$ cat src/rtl/cache_pkg.sv
// Shared types and field positions for the two-way set-associative cache controller.
package cache_pkg;

    localparam int ADDR_W  = 32;
    localparam int DATA_W  = 32;
    localparam int TAG_W   = 28;
    localparam int IDX_W   = 2;
    localparam int SETS    = 1 << IDX_W;
    localparam int TAG_LSB = 4;
    localparam int IDX_LSB = 2;

    typedef enum logic [2:0] {
        S_IDLE,
        S_TAG_RD,
        S_CMP,
        S_WB,
        S_REFILL_REQ,
        S_REFILL_WAIT,
        S_RESP
    } state_t;

    // Word-aligned line address built from a tag and a set index.
    function automatic logic [ADDR_W-1:0] line_addr(input logic [TAG_W-1:0] tag,
                                                    input logic [IDX_W-1:0] idx);
        return {tag, idx, 2'b00};
    endfunction

endpackage

$ cat src/rtl/cache_lru.sv
// Per-set LRU bit. The stored bit names the way to evict next.
module cache_lru
    import cache_pkg::*;
(
    input  logic             i_clk,
    input  logic             i_rst,
    input  logic [IDX_W-1:0] i_index,
    input  logic             i_update,
    input  logic             i_used_way,
    output logic             o_victim
);

    logic [SETS-1:0] r_lru;

    // On a hit or fill, point the set's LRU bit at the way that was not used.
    always_ff @(posedge i_clk) begin
        if (i_rst) begin
            r_lru <= '0;
        end else if (i_update) begin
            r_lru[i_index] <= ~i_used_way;
        end
    end

    assign o_victim = r_lru[i_index];

endmodule

$ cat src/rtl/cache_ctrl.sv
// Two-way set-associative write-back cache controller driving an external tag/data array.
//
// state        | meaning
// S_IDLE       | ready for a CPU request
// S_TAG_RD     | array read in flight for the latched index
// S_CMP        | tag compare, hit handling, victim choice
// S_WB         | writing a dirty victim back to memory
// S_REFILL_REQ | issuing the refill read
// S_REFILL_WAIT| waiting for refill data
// S_RESP       | one-cycle response to the CPU
module cache_ctrl
    import cache_pkg::*;
(
    input  logic                i_clk,
    input  logic                i_rst,
    input  logic                i_cpu_req_valid,
    input  logic                i_cpu_req_write,
    input  logic [ADDR_W-1:0]   i_cpu_req_addr,
    input  logic [DATA_W-1:0]   i_cpu_req_wdata,
    output logic                o_cpu_req_ready,
    output logic                o_cpu_resp_valid,
    output logic [DATA_W-1:0]   o_cpu_resp_rdata,
    output logic                o_mem_req_valid,
    output logic                o_mem_req_write,
    output logic [ADDR_W-1:0]   o_mem_req_addr,
    output logic [DATA_W-1:0]   o_mem_req_wdata,
    input  logic                i_mem_req_ready,
    input  logic                i_mem_resp_valid,
    input  logic [DATA_W-1:0]   i_mem_resp_rdata,
    output logic [IDX_W-1:0]    o_arr_index,
    output logic                o_arr_write_en,
    output logic                o_arr_victim_way,
    output logic                o_arr_v_in,
    output logic                o_arr_dirty_in,
    output logic [TAG_W-1:0]    o_arr_tag_in,
    output logic [DATA_W-1:0]   o_arr_data_in,
    input  logic [1:0]          i_arr_v,
    input  logic [1:0]          i_arr_dirty,
    input  logic [2*TAG_W-1:0]  i_arr_tag,
    input  logic [2*DATA_W-1:0] i_arr_data
);

    state_t             r_state;
    logic               r_req_write;
    logic [TAG_W-1:0]   r_req_tag;
    logic [DATA_W-1:0]  r_req_wdata;
    logic               r_victim;

    logic               w_hit0;
    logic               w_hit1;
    logic               w_hit;
    logic               w_hit_way;
    logic [DATA_W-1:0]  w_hit_data;
    logic               w_lru_victim;
    logic               w_miss_way;
    logic               w_vic_dirty;
    logic [TAG_W-1:0]   w_vic_tag;
    logic [DATA_W-1:0]  w_vic_data;
    logic               w_lru_update;
    logic               w_lru_used;
    logic               w_unused_addr_lsb;

    // Byte offset bits carry no information for a word-aligned cache.
    assign w_unused_addr_lsb = ^i_cpu_req_addr[1:0];

    assign w_hit0     = i_arr_v[0] & (i_arr_tag[TAG_W-1:0] == r_req_tag);
    assign w_hit1     = i_arr_v[1] & (i_arr_tag[2*TAG_W-1:TAG_W] == r_req_tag);
    assign w_hit      = w_hit0 | w_hit1;
    assign w_hit_way  = ~w_hit0;
    assign w_hit_data = w_hit_way ? i_arr_data[2*DATA_W-1:DATA_W] : i_arr_data[DATA_W-1:0];

    // An empty way always beats the LRU choice; way0 is checked first.
    assign w_miss_way  = ~i_arr_v[0] ? 1'b0 : (~i_arr_v[1] ? 1'b1 : w_lru_victim);
    assign w_vic_dirty = i_arr_v[w_miss_way] & i_arr_dirty[w_miss_way];
    assign w_vic_tag   = w_miss_way ? i_arr_tag[2*TAG_W-1:TAG_W] : i_arr_tag[TAG_W-1:0];
    assign w_vic_data  = w_miss_way ? i_arr_data[2*DATA_W-1:DATA_W] : i_arr_data[DATA_W-1:0];

    // Array write port: decoded from the current state so a write lands in the same
    // cycle as the event that causes it (store in CMP, WB handshake, refill beat).
    always_comb begin
        o_arr_write_en   = 1'b0;
        o_arr_victim_way = 1'b0;
        o_arr_v_in       = 1'b0;
        o_arr_dirty_in   = 1'b0;
        o_arr_tag_in     = '0;
        o_arr_data_in    = '0;
        if (!i_rst) begin
            case (r_state)
                S_CMP: begin
                    if (r_req_write && w_hit) begin
                        o_arr_write_en   = 1'b1;
                        o_arr_victim_way = w_hit_way;
                        o_arr_v_in       = 1'b1;
                        o_arr_dirty_in   = 1'b1;
                        o_arr_tag_in     = r_req_tag;
                        o_arr_data_in    = r_req_wdata;
                    end else if (r_req_write && !w_vic_dirty) begin
                        o_arr_write_en   = 1'b1;
                        o_arr_victim_way = w_miss_way;
                        o_arr_v_in       = 1'b1;
                        o_arr_dirty_in   = 1'b1;
                        o_arr_tag_in     = r_req_tag;
                        o_arr_data_in    = r_req_wdata;
                    end
                end
                S_WB: begin
                    if (r_req_write && i_mem_req_ready) begin
                        o_arr_write_en   = 1'b1;
                        o_arr_victim_way = r_victim;
                        o_arr_v_in       = 1'b1;
                        o_arr_dirty_in   = 1'b1;
                        o_arr_tag_in     = r_req_tag;
                        o_arr_data_in    = r_req_wdata;
                    end
                end
                S_REFILL_WAIT: begin
                    if (i_mem_resp_valid) begin
                        o_arr_write_en   = 1'b1;
                        o_arr_victim_way = r_victim;
                        o_arr_v_in       = 1'b1;
                        o_arr_dirty_in   = 1'b0;
                        o_arr_tag_in     = r_req_tag;
                        o_arr_data_in    = i_mem_resp_rdata;
                    end
                end
                default: ;
            endcase
        end
    end

    // Every hit or fill touches the set; a store hit is both, with the same way.
    always_comb begin
        w_lru_update = o_arr_write_en | ((r_state == S_CMP) & w_hit & ~i_rst);
        w_lru_used   = ((r_state == S_CMP) && w_hit) ? w_hit_way : o_arr_victim_way;
    end

    cache_lru u_lru (
        .i_clk      (i_clk),
        .i_rst      (i_rst),
        .i_index    (o_arr_index),
        .i_update   (w_lru_update),
        .i_used_way (w_lru_used),
        .o_victim   (w_lru_victim)
    );

    // Main controller FSM with registered CPU/memory-side outputs.
    always_ff @(posedge i_clk) begin
        if (i_rst) begin
            r_state          <= S_IDLE;
            r_req_write      <= 1'b0;
            r_req_tag        <= '0;
            r_req_wdata      <= '0;
            r_victim         <= 1'b0;
            o_arr_index      <= '0;
            o_cpu_req_ready  <= 1'b1;
            o_cpu_resp_valid <= 1'b0;
            o_cpu_resp_rdata <= '0;
            o_mem_req_valid  <= 1'b0;
            o_mem_req_write  <= 1'b0;
            o_mem_req_addr   <= '0;
            o_mem_req_wdata  <= '0;
        end else begin
            case (r_state)
                S_IDLE: begin
                    if (i_cpu_req_valid && o_cpu_req_ready) begin
                        r_req_write     <= i_cpu_req_write;
                        r_req_tag       <= i_cpu_req_addr[TAG_LSB +: TAG_W];
                        r_req_wdata     <= i_cpu_req_wdata;
                        o_arr_index     <= i_cpu_req_addr[IDX_LSB +: IDX_W];
                        o_cpu_req_ready <= 1'b0;
                        r_state         <= S_TAG_RD;
                    end
                end
                S_TAG_RD: begin
                    r_state <= S_CMP;
                end
                S_CMP: begin
                    if (w_hit) begin
                        o_cpu_resp_valid <= 1'b1;
                        o_cpu_resp_rdata <= r_req_write ? '0 : w_hit_data;
                        r_state          <= S_RESP;
                    end else begin
                        r_victim <= w_miss_way;
                        if (w_vic_dirty) begin
                            o_mem_req_valid <= 1'b1;
                            o_mem_req_write <= 1'b1;
                            o_mem_req_addr  <= line_addr(w_vic_tag, o_arr_index);
                            o_mem_req_wdata <= w_vic_data;
                            r_state         <= S_WB;
                        end else if (r_req_write) begin
                            o_cpu_resp_valid <= 1'b1;
                            o_cpu_resp_rdata <= '0;
                            r_state          <= S_RESP;
                        end else begin
                            o_mem_req_valid <= 1'b1;
                            o_mem_req_write <= 1'b0;
                            o_mem_req_addr  <= line_addr(r_req_tag, o_arr_index);
                            o_mem_req_wdata <= '0;
                            r_state         <= S_REFILL_REQ;
                        end
                    end
                end
                S_WB: begin
                    if (i_mem_req_ready) begin
                        if (r_req_write) begin
                            o_mem_req_valid  <= 1'b0;
                            o_mem_req_write  <= 1'b0;
                            o_mem_req_addr   <= '0;
                            o_mem_req_wdata  <= '0;
                            o_cpu_resp_valid <= 1'b1;
                            o_cpu_resp_rdata <= '0;
                            r_state          <= S_RESP;
                        end else begin
                            o_mem_req_write <= 1'b0;
                            o_mem_req_addr  <= line_addr(r_req_tag, o_arr_index);
                            o_mem_req_wdata <= '0;
                            r_state         <= S_REFILL_REQ;
                        end
                    end
                end
                S_REFILL_REQ: begin
                    if (i_mem_req_ready) begin
                        o_mem_req_valid <= 1'b0;
                        o_mem_req_addr  <= '0;
                        r_state         <= S_REFILL_WAIT;
                    end
                end
                S_REFILL_WAIT: begin
                    if (i_mem_resp_valid) begin
                        o_cpu_resp_valid <= 1'b1;
                        o_cpu_resp_rdata <= i_mem_resp_rdata;
                        r_state          <= S_RESP;
                    end
                end
                S_RESP: begin
                    o_cpu_resp_valid <= 1'b0;
                    o_cpu_resp_rdata <= '0;
                    o_cpu_req_ready  <= 1'b1;
                    r_state          <= S_IDLE;
                end
                default: begin
                    r_state         <= S_IDLE;
                    o_cpu_req_ready <= 1'b1;
                end
            endcase
        end
    end

endmodule

$ cat config.mk
export PLATFORM = sky130hd
export DESIGN_NAME = cache_ctrl
export DESIGN_NICKNAME = d
export VERILOG_FILES = /design/src/rtl/cache_pkg.sv /design/src/rtl/cache_lru.sv /design/src/rtl/cache_ctrl.sv
export SDC_FILE = /design/constraint.sdc
export NUM_CORES = 1
export LEC_CHECK = 0
export CAP_MARGIN = 20
export CORE_MARGIN = 5
export CORE_UTILIZATION = 48
export CTS_CLUSTER_SIZE = 20
export DETAILED_ROUTE_END_ITERATION = 12
export PLACE_DENSITY = 0.88
export SLEW_MARGIN = 40
export SYNTH_ARGS = -nofsm -noshare
export SYNTH_HDL_FRONTEND = slang
export SYNTH_HIERARCHICAL = 1
export SYNTH_SLANG_ARGS = --single-unit
$ cat constraint.sdc
create_clock -name i_clk -period 5.8 [get_ports i_clk]
set_clock_uncertainty 0.2 [all_clocks]
set_input_delay 0.58 -clock i_clk [delete_from_list [all_inputs] [get_ports i_clk]]
set_output_delay 0.58 -clock i_clk [all_outputs]
set_load 0.02 [all_outputs]
=== After elaboration in Yosys (flattened, before gate mapping) ===
Index checks and enable logic that the tools add are counted.

* Register bits: 171
* Input bits: 226
* Output and inout bits: 166
* Logic and storage cells: 151

* Magnitude comparators: 3
* Eq/ne operators: 16
* Muxes and demuxes: 86
* Bitwise gates (word level): 12
* Reduce and logical (&&, ||, !) cells: 20

{| class="wikitable"
|+ Operators by type and width
! kind !! count
|-
| $mux W32 || 22
|-
| $pmux W32 S3 || 2
|-
| $mux W28 || 6
|-
| $pmux W32 S4 || 1
|-
| $pmux W28 S3 || 1
|-
| $pmux W32 S2 || 1
|-
| $eq A28 B28 Y1 || 2
|-
| $mux W1 || 35
|-
| $mux W3 || 6
|-
| $pmux W3 S6 || 1
|-
| $ne A2 B2 Y1 const B || 6
|-
| $reduce_and A4 Y1 || 3
|-
| $eq A3 B3 Y1 const B || 3
|-
| $pmux W1 S3 || 3
|-
| $eq A3 B2 Y1 const B || 2
|-
| $logic_and A1 B1 Y1 || 6
|-
| $ne A3 B3 Y1 const B || 2
|-
| $pmux W1 S2 || 3
|-
| $reduce_and A2 Y1 || 3
|-
| $reduce_and A6 Y1 || 1
|-
| $and A1 B1 Y1 || 5
|-
| $not A1 Y1 || 5
|-
| $reduce_and A5 Y1 || 1
|-
| $reduce_or A5 Y1 || 1
|-
| 15 further kinds || 16
|}

=== Longest topological paths before layout ===
* Depth in word-level cells: 16
* Depth in mapped cells: 12
* Mapped depth without buffers: 9

=== Hierarchy ===
Netlist, hierarchy kept.

{| class="wikitable"
|+ By module, submodules not included
! module !! times used !! cells an instance !! area each (um^2) !! seq. area each (um^2)
|-
| cache_ctrl || 1 || 1180 || 9504.1 || 3303.2
|-
| cache_lru || 1 || 18 || 201.4 || 80.1
|}

=== Least setup slack after synthesis ===
Ideal clock, no wire load.

* Path kind: in2out
* Start point: input i_arr_tag[17]
* End point: output o_arr_dirty_in
* Arrival time: 2908 ps
* Data required time: 5020 ps
* Slack: 2112 ps
* Stages on the path: 8
* Buffers on the path: 2
* Cell sequence: xor2_1 or4_1 or4_4 o22ai_2 o311a_1 buf_2 buf_2 nor3b_1

* Cells in the longest elaborated chain, start to end: 7

{| class="wikitable"
|+ RTL lines
! item !! RTL line !! RTL
|-
| start: declaration || cache_ctrl.sv:39 || <nowiki>input logic [2*TAG_W-1:0] i_arr_tag,</nowiki>
|-
| $eq A28 B28 Y1 || cache_ctrl.sv:66 || <nowiki>assign w_hit0 = i_arr_v[0] & (i_arr_tag[TAG_W-1:0] == r_req_tag);</nowiki>
|-
| $and A1 B1 Y1 || cache_ctrl.sv:66 ||
|-
| $or A1 B1 Y1 || cache_ctrl.sv:68 || <nowiki>assign w_hit = w_hit0 | w_hit1;</nowiki>
|-
| $logic_and A1 B1 Y1 || cache_ctrl.sv:90 || <nowiki>if (r_req_write && w_hit) begin</nowiki>
|-
| $mux W1 || cache_ctrl.sv:90 ||
|-
| $pmux W1 S2 || cache_ctrl.sv:88 || <nowiki>case (r_state)</nowiki>
|-
| $mux W1 || cache_ctrl.sv:87 || <nowiki>if (!i_rst) begin</nowiki>
|-
| end: declaration || cache_ctrl.sv:34 || <nowiki>output logic o_arr_dirty_in,</nowiki>
|}

No other way between the ends.

=== Worst setup path in the final report ===
* Start point: input i_arr_tag[17]
* End point: output o_arr_tag_in[27]

* Cells in the longest elaborated chain, start to end: 7

{| class="wikitable"
|+ RTL lines
! item !! RTL line !! RTL
|-
| $eq A28 B28 Y1 || cache_ctrl.sv:66 ||
|-
| $and A1 B1 Y1 || cache_ctrl.sv:66 ||
|-
| $or A1 B1 Y1 || cache_ctrl.sv:68 ||
|-
| $logic_and A1 B1 Y1 || cache_ctrl.sv:90 ||
|-
| $mux W28 || cache_ctrl.sv:90 ||
|-
| $pmux W28 S3 || cache_ctrl.sv:88 ||
|-
| $mux W28 || cache_ctrl.sv:87 ||
|-
| end: declaration || cache_ctrl.sv:35 || <nowiki>output logic [TAG_W-1:0] o_arr_tag_in,</nowiki>
|}

No other way between the ends.

==> reports/results.ini <==
[status]
run_status=completed

[final_layout]
instances_no_fill=1802
fin_util_pct=71.5
fin_nets=1744
area_delta_synth_final_pct=47.6
layout-drive-gt1-share_pct=6.92

[worst_setup_path]
reg2reg_setup_slack_ns=2.03
worstPathCellList=clkdlybuf4s50_1, xor2_1, or4_1, or4_4, o22ai_2, o311a_1, o21ba_2, and2_1, clkdlybuf4s50_1
slowest_delay_ns=0.60
crit_path_top_delay_cell=clkdlybuf4s50_1
start_kind=input port
timing.rr.end=u_lru/r_lru[0]
critPathMaxFanout=31
crit_family=simple AND/OR/NAND/NOR gates
critPathKind=input port to output pin
r2r_cells=9
crit_top_cell=clkdlybuf4s50_1
cp_data_required_time_ns=5.02
cp.arrival_ns=4.20
r2r-start=r_req_tag[7]
cp_num_buf_inv=2
crit_path_end_kind=output pin

[place]
gp_congestion=1.01
hpwl_mm=29.2
dp.cells=1769
io_buffer_count=387
place_worst_setup_slack_ns=0.830

[pwr]
p_int_mw=2.78
switchingPower_mw=1.86
clkPwrFrac_pct=25.9
p_sw_share_pct=40.1
share_seq_of_total_power_pct=33.5
power_leakage_nw=4.97
p_per_area_nw_per_um2=324
peakVddDrop_v=0.000214
combPwrFrac_pct=40.6

[worst_hold_path]
worstHoldStart=r_req_wdata[26]
min_path_cells=2
whs_endpoint=r_req_wdata[26]
hp-class=flip-flop to flip-flop

[clock_network]
ctsResizeCount=0
cts_buffer_depth=2
cts_hold_buffers=0
clock_sinks=169
numCtsBuffers=17
cts_tree=done
post_cts_buffers=0
cts_root_buffer=clkbuf_16
worstSkewPairLatency_ns=0.44
htree_num_levels=4
path_clk_slew_ns=0.07

[logic_synthesis]
syn_area_per_cell_um2=8.10
synth-edff-count=0
synth_top_area_cell=dfxtp_1
ys.flop_type=dfxtp_1
synth_area_leaders=dfxtp_1 35%, a21oi_1 8.2%, nand2_1 7.4%
postSynthCellCount=1198
syn_area_um2=9710
synth_cell_types=60
synth-seq-cells=169
synth_commonest_cells=192 x nand2_1, 169 x dfxtp_1, 159 x a21oi_1, 80 x clkbuf_1, 78 x nor2_1
yosysTopAreaCellShare_pct=34.9
yosys_warnings=6
synth_most_common_cell=nand2_1
async_reset_ff_share_pct=0
yosysSeqAreaShare_pct=34.9

[timing]
hold_viol=0
layout_setup_ws_ns=0.819
tightest_slew_ns=0.848
tns_ns=0
fin_hold_ws_ns=0.261
fmax_mhz=201
rsz0062_at_grt=no
min_period_ns=4.98
slew_viol_final=0
period_share_pct=85.9
setup_violations=0
relSlewSlack_pct=43.5

[global_routing]
grt_pass1_wl_mm=61.6
track_usage_pct=32.9
grt_overflow=0
grt_pass1_vias=10600
antenna_found_initial=1
grt_max_degree=94

[detailed_routing]
drtIter0Drc=1158
vias=11100
avgRoutedWirePerCell_um=22.6
first_pass_iters=7
routed_wl_mm=40.8
drt-vias-per-instance=6.17
drc=0
ant_nets=0

[floorplanning]
initial_utilization_pct=48.4
die_h_um=152
rows=52
fp.coreArea_um2=20000
io_pins=392
dieArea_um2=23200
die_x_um=152

[run]
cap_violations=0

layout make-up:
type,count,area (um^2)
Timing Repair Buffer,409,4090
Multi-Input combinational cell,918,5910
Tap cell,270,338
Clock buffer,18,439
Antenna cell,1,2.50
Inverter,3,11.3
Fill cell,1543,5710
Clock inverter,14,160
Sequential cell,169,3380
registers in the layout, summed over array words and instances, names as in the netlist:
signal	cells
o_arr_index	2
o_cpu_req_ready	1
o_cpu_resp_rdata	32
o_cpu_resp_valid	1
o_mem_req_addr	30
o_mem_req_valid	1
o_mem_req_wdata	32
o_mem_req_write	1
r_req_tag	28
r_req_wdata	32
r_req_write	1
r_state	3
r_victim	1
u_lru/r_lru	4
worst reg2reg max path: cells and delay by family (launching register included):
family                    cells  cell delay, ns
AOI/OAI and AO/OA             3            1.09
xor gates and xnor gates      1            0.18
DFF                           1            0.46
muxes                         1            0.21
and+or+nand+nor               4            1.55
how the worst max path moves through the flow:
stage,startpoint,to,cells past startpoint
after floorplan,i_arr_tag[17],o_arr_dirty_in,8
after global placement,i_arr_tag[17],o_arr_tag_in[6],9
after global routing,i_arr_tag[17],o_arr_tag_in[11],9
after CTS,r_state[0],o_arr_tag_in[11],6
after detailed placement,i_arr_tag[17],o_arr_tag_in[11],9
final,i_arr_tag[17],o_arr_tag_in[27],9
power groups by stage:
stage          Clock, mW  Combinational [mW]  Sequential [mW]
5_1_grt             1.25                2.01             1.58
4_1_cts             1.20                1.86             1.54
3_3_place_gp           0                1.77             1.56
3_5_place_dp           0                1.84             1.57
6_report            1.20                1.88             1.55
2_1_floorplan          0                1.06             1.61
kinds of logic (layout without fill, tap and decap cells):
| group | Yosys count | after routing | synth area share (%) |
|---|---|---|---|
| AOI/OAI and AO/OA | 385 | 385 | 29.5 |
| xor gates and xnor gates | 56 | 56 | 5.05 |
| buffers and inverters | 112 | 444 | 5.18 |
| DFF | 169 | 169 | 34.9 |
| muxes | 39 | 39 | 4.16 |
| other | 1 | 3 | 0.0386 |
| and+or+nand+nor | 436 | 436 | 21.2 |
stage by stage:
step / area, um^2 / total power, mW
after floorplan: 9710 / 2.67
after global placement: 13600 / 3.33
after detailed placement: 13700 / 3.41
after CTS: 14300 / 4.60
after global routing: 14300 / 4.83
final: 14300 / 4.64
cell usage in the layout, fill, tap and decap left out, drive strengths merged, types with 13 or more instances in the layout:
| cell | count |
|---|---|
| a221oi | 33 |
| nor2 | 78 |
| nand2b | 73 |
| xor2 | 30 |
| a221o | 33 |
| o2bb2ai | 32 |
| clkdlybuf4s50 | 386 |
| mux2i | 37 |
| xnor2 | 26 |
| nand4 | 14 |
| clkbuf | 18 |
| nor4 | 13 |
| and2 | 29 |
| a211oi | 29 |
| buf | 23 |
| a21oi | 160 |
| dfxtp | 169 |
| o32ai | 32 |
| a22oi | 33 |
| nand2 | 192 |
routing by layer:
metal | track usage, % | vias up | part of all wire, %
met5 | 0 | - | 0.032
met4 | 12.5 | 2 | 4.0
met3 | 7.36 | 101 | 9.8
met2 | 54.9 | 724 | 48
met1 | 41.5 | 5296 | 39
li1 | - | 4989 | -
Note: power is estimated with default switching activity, not from simulation.
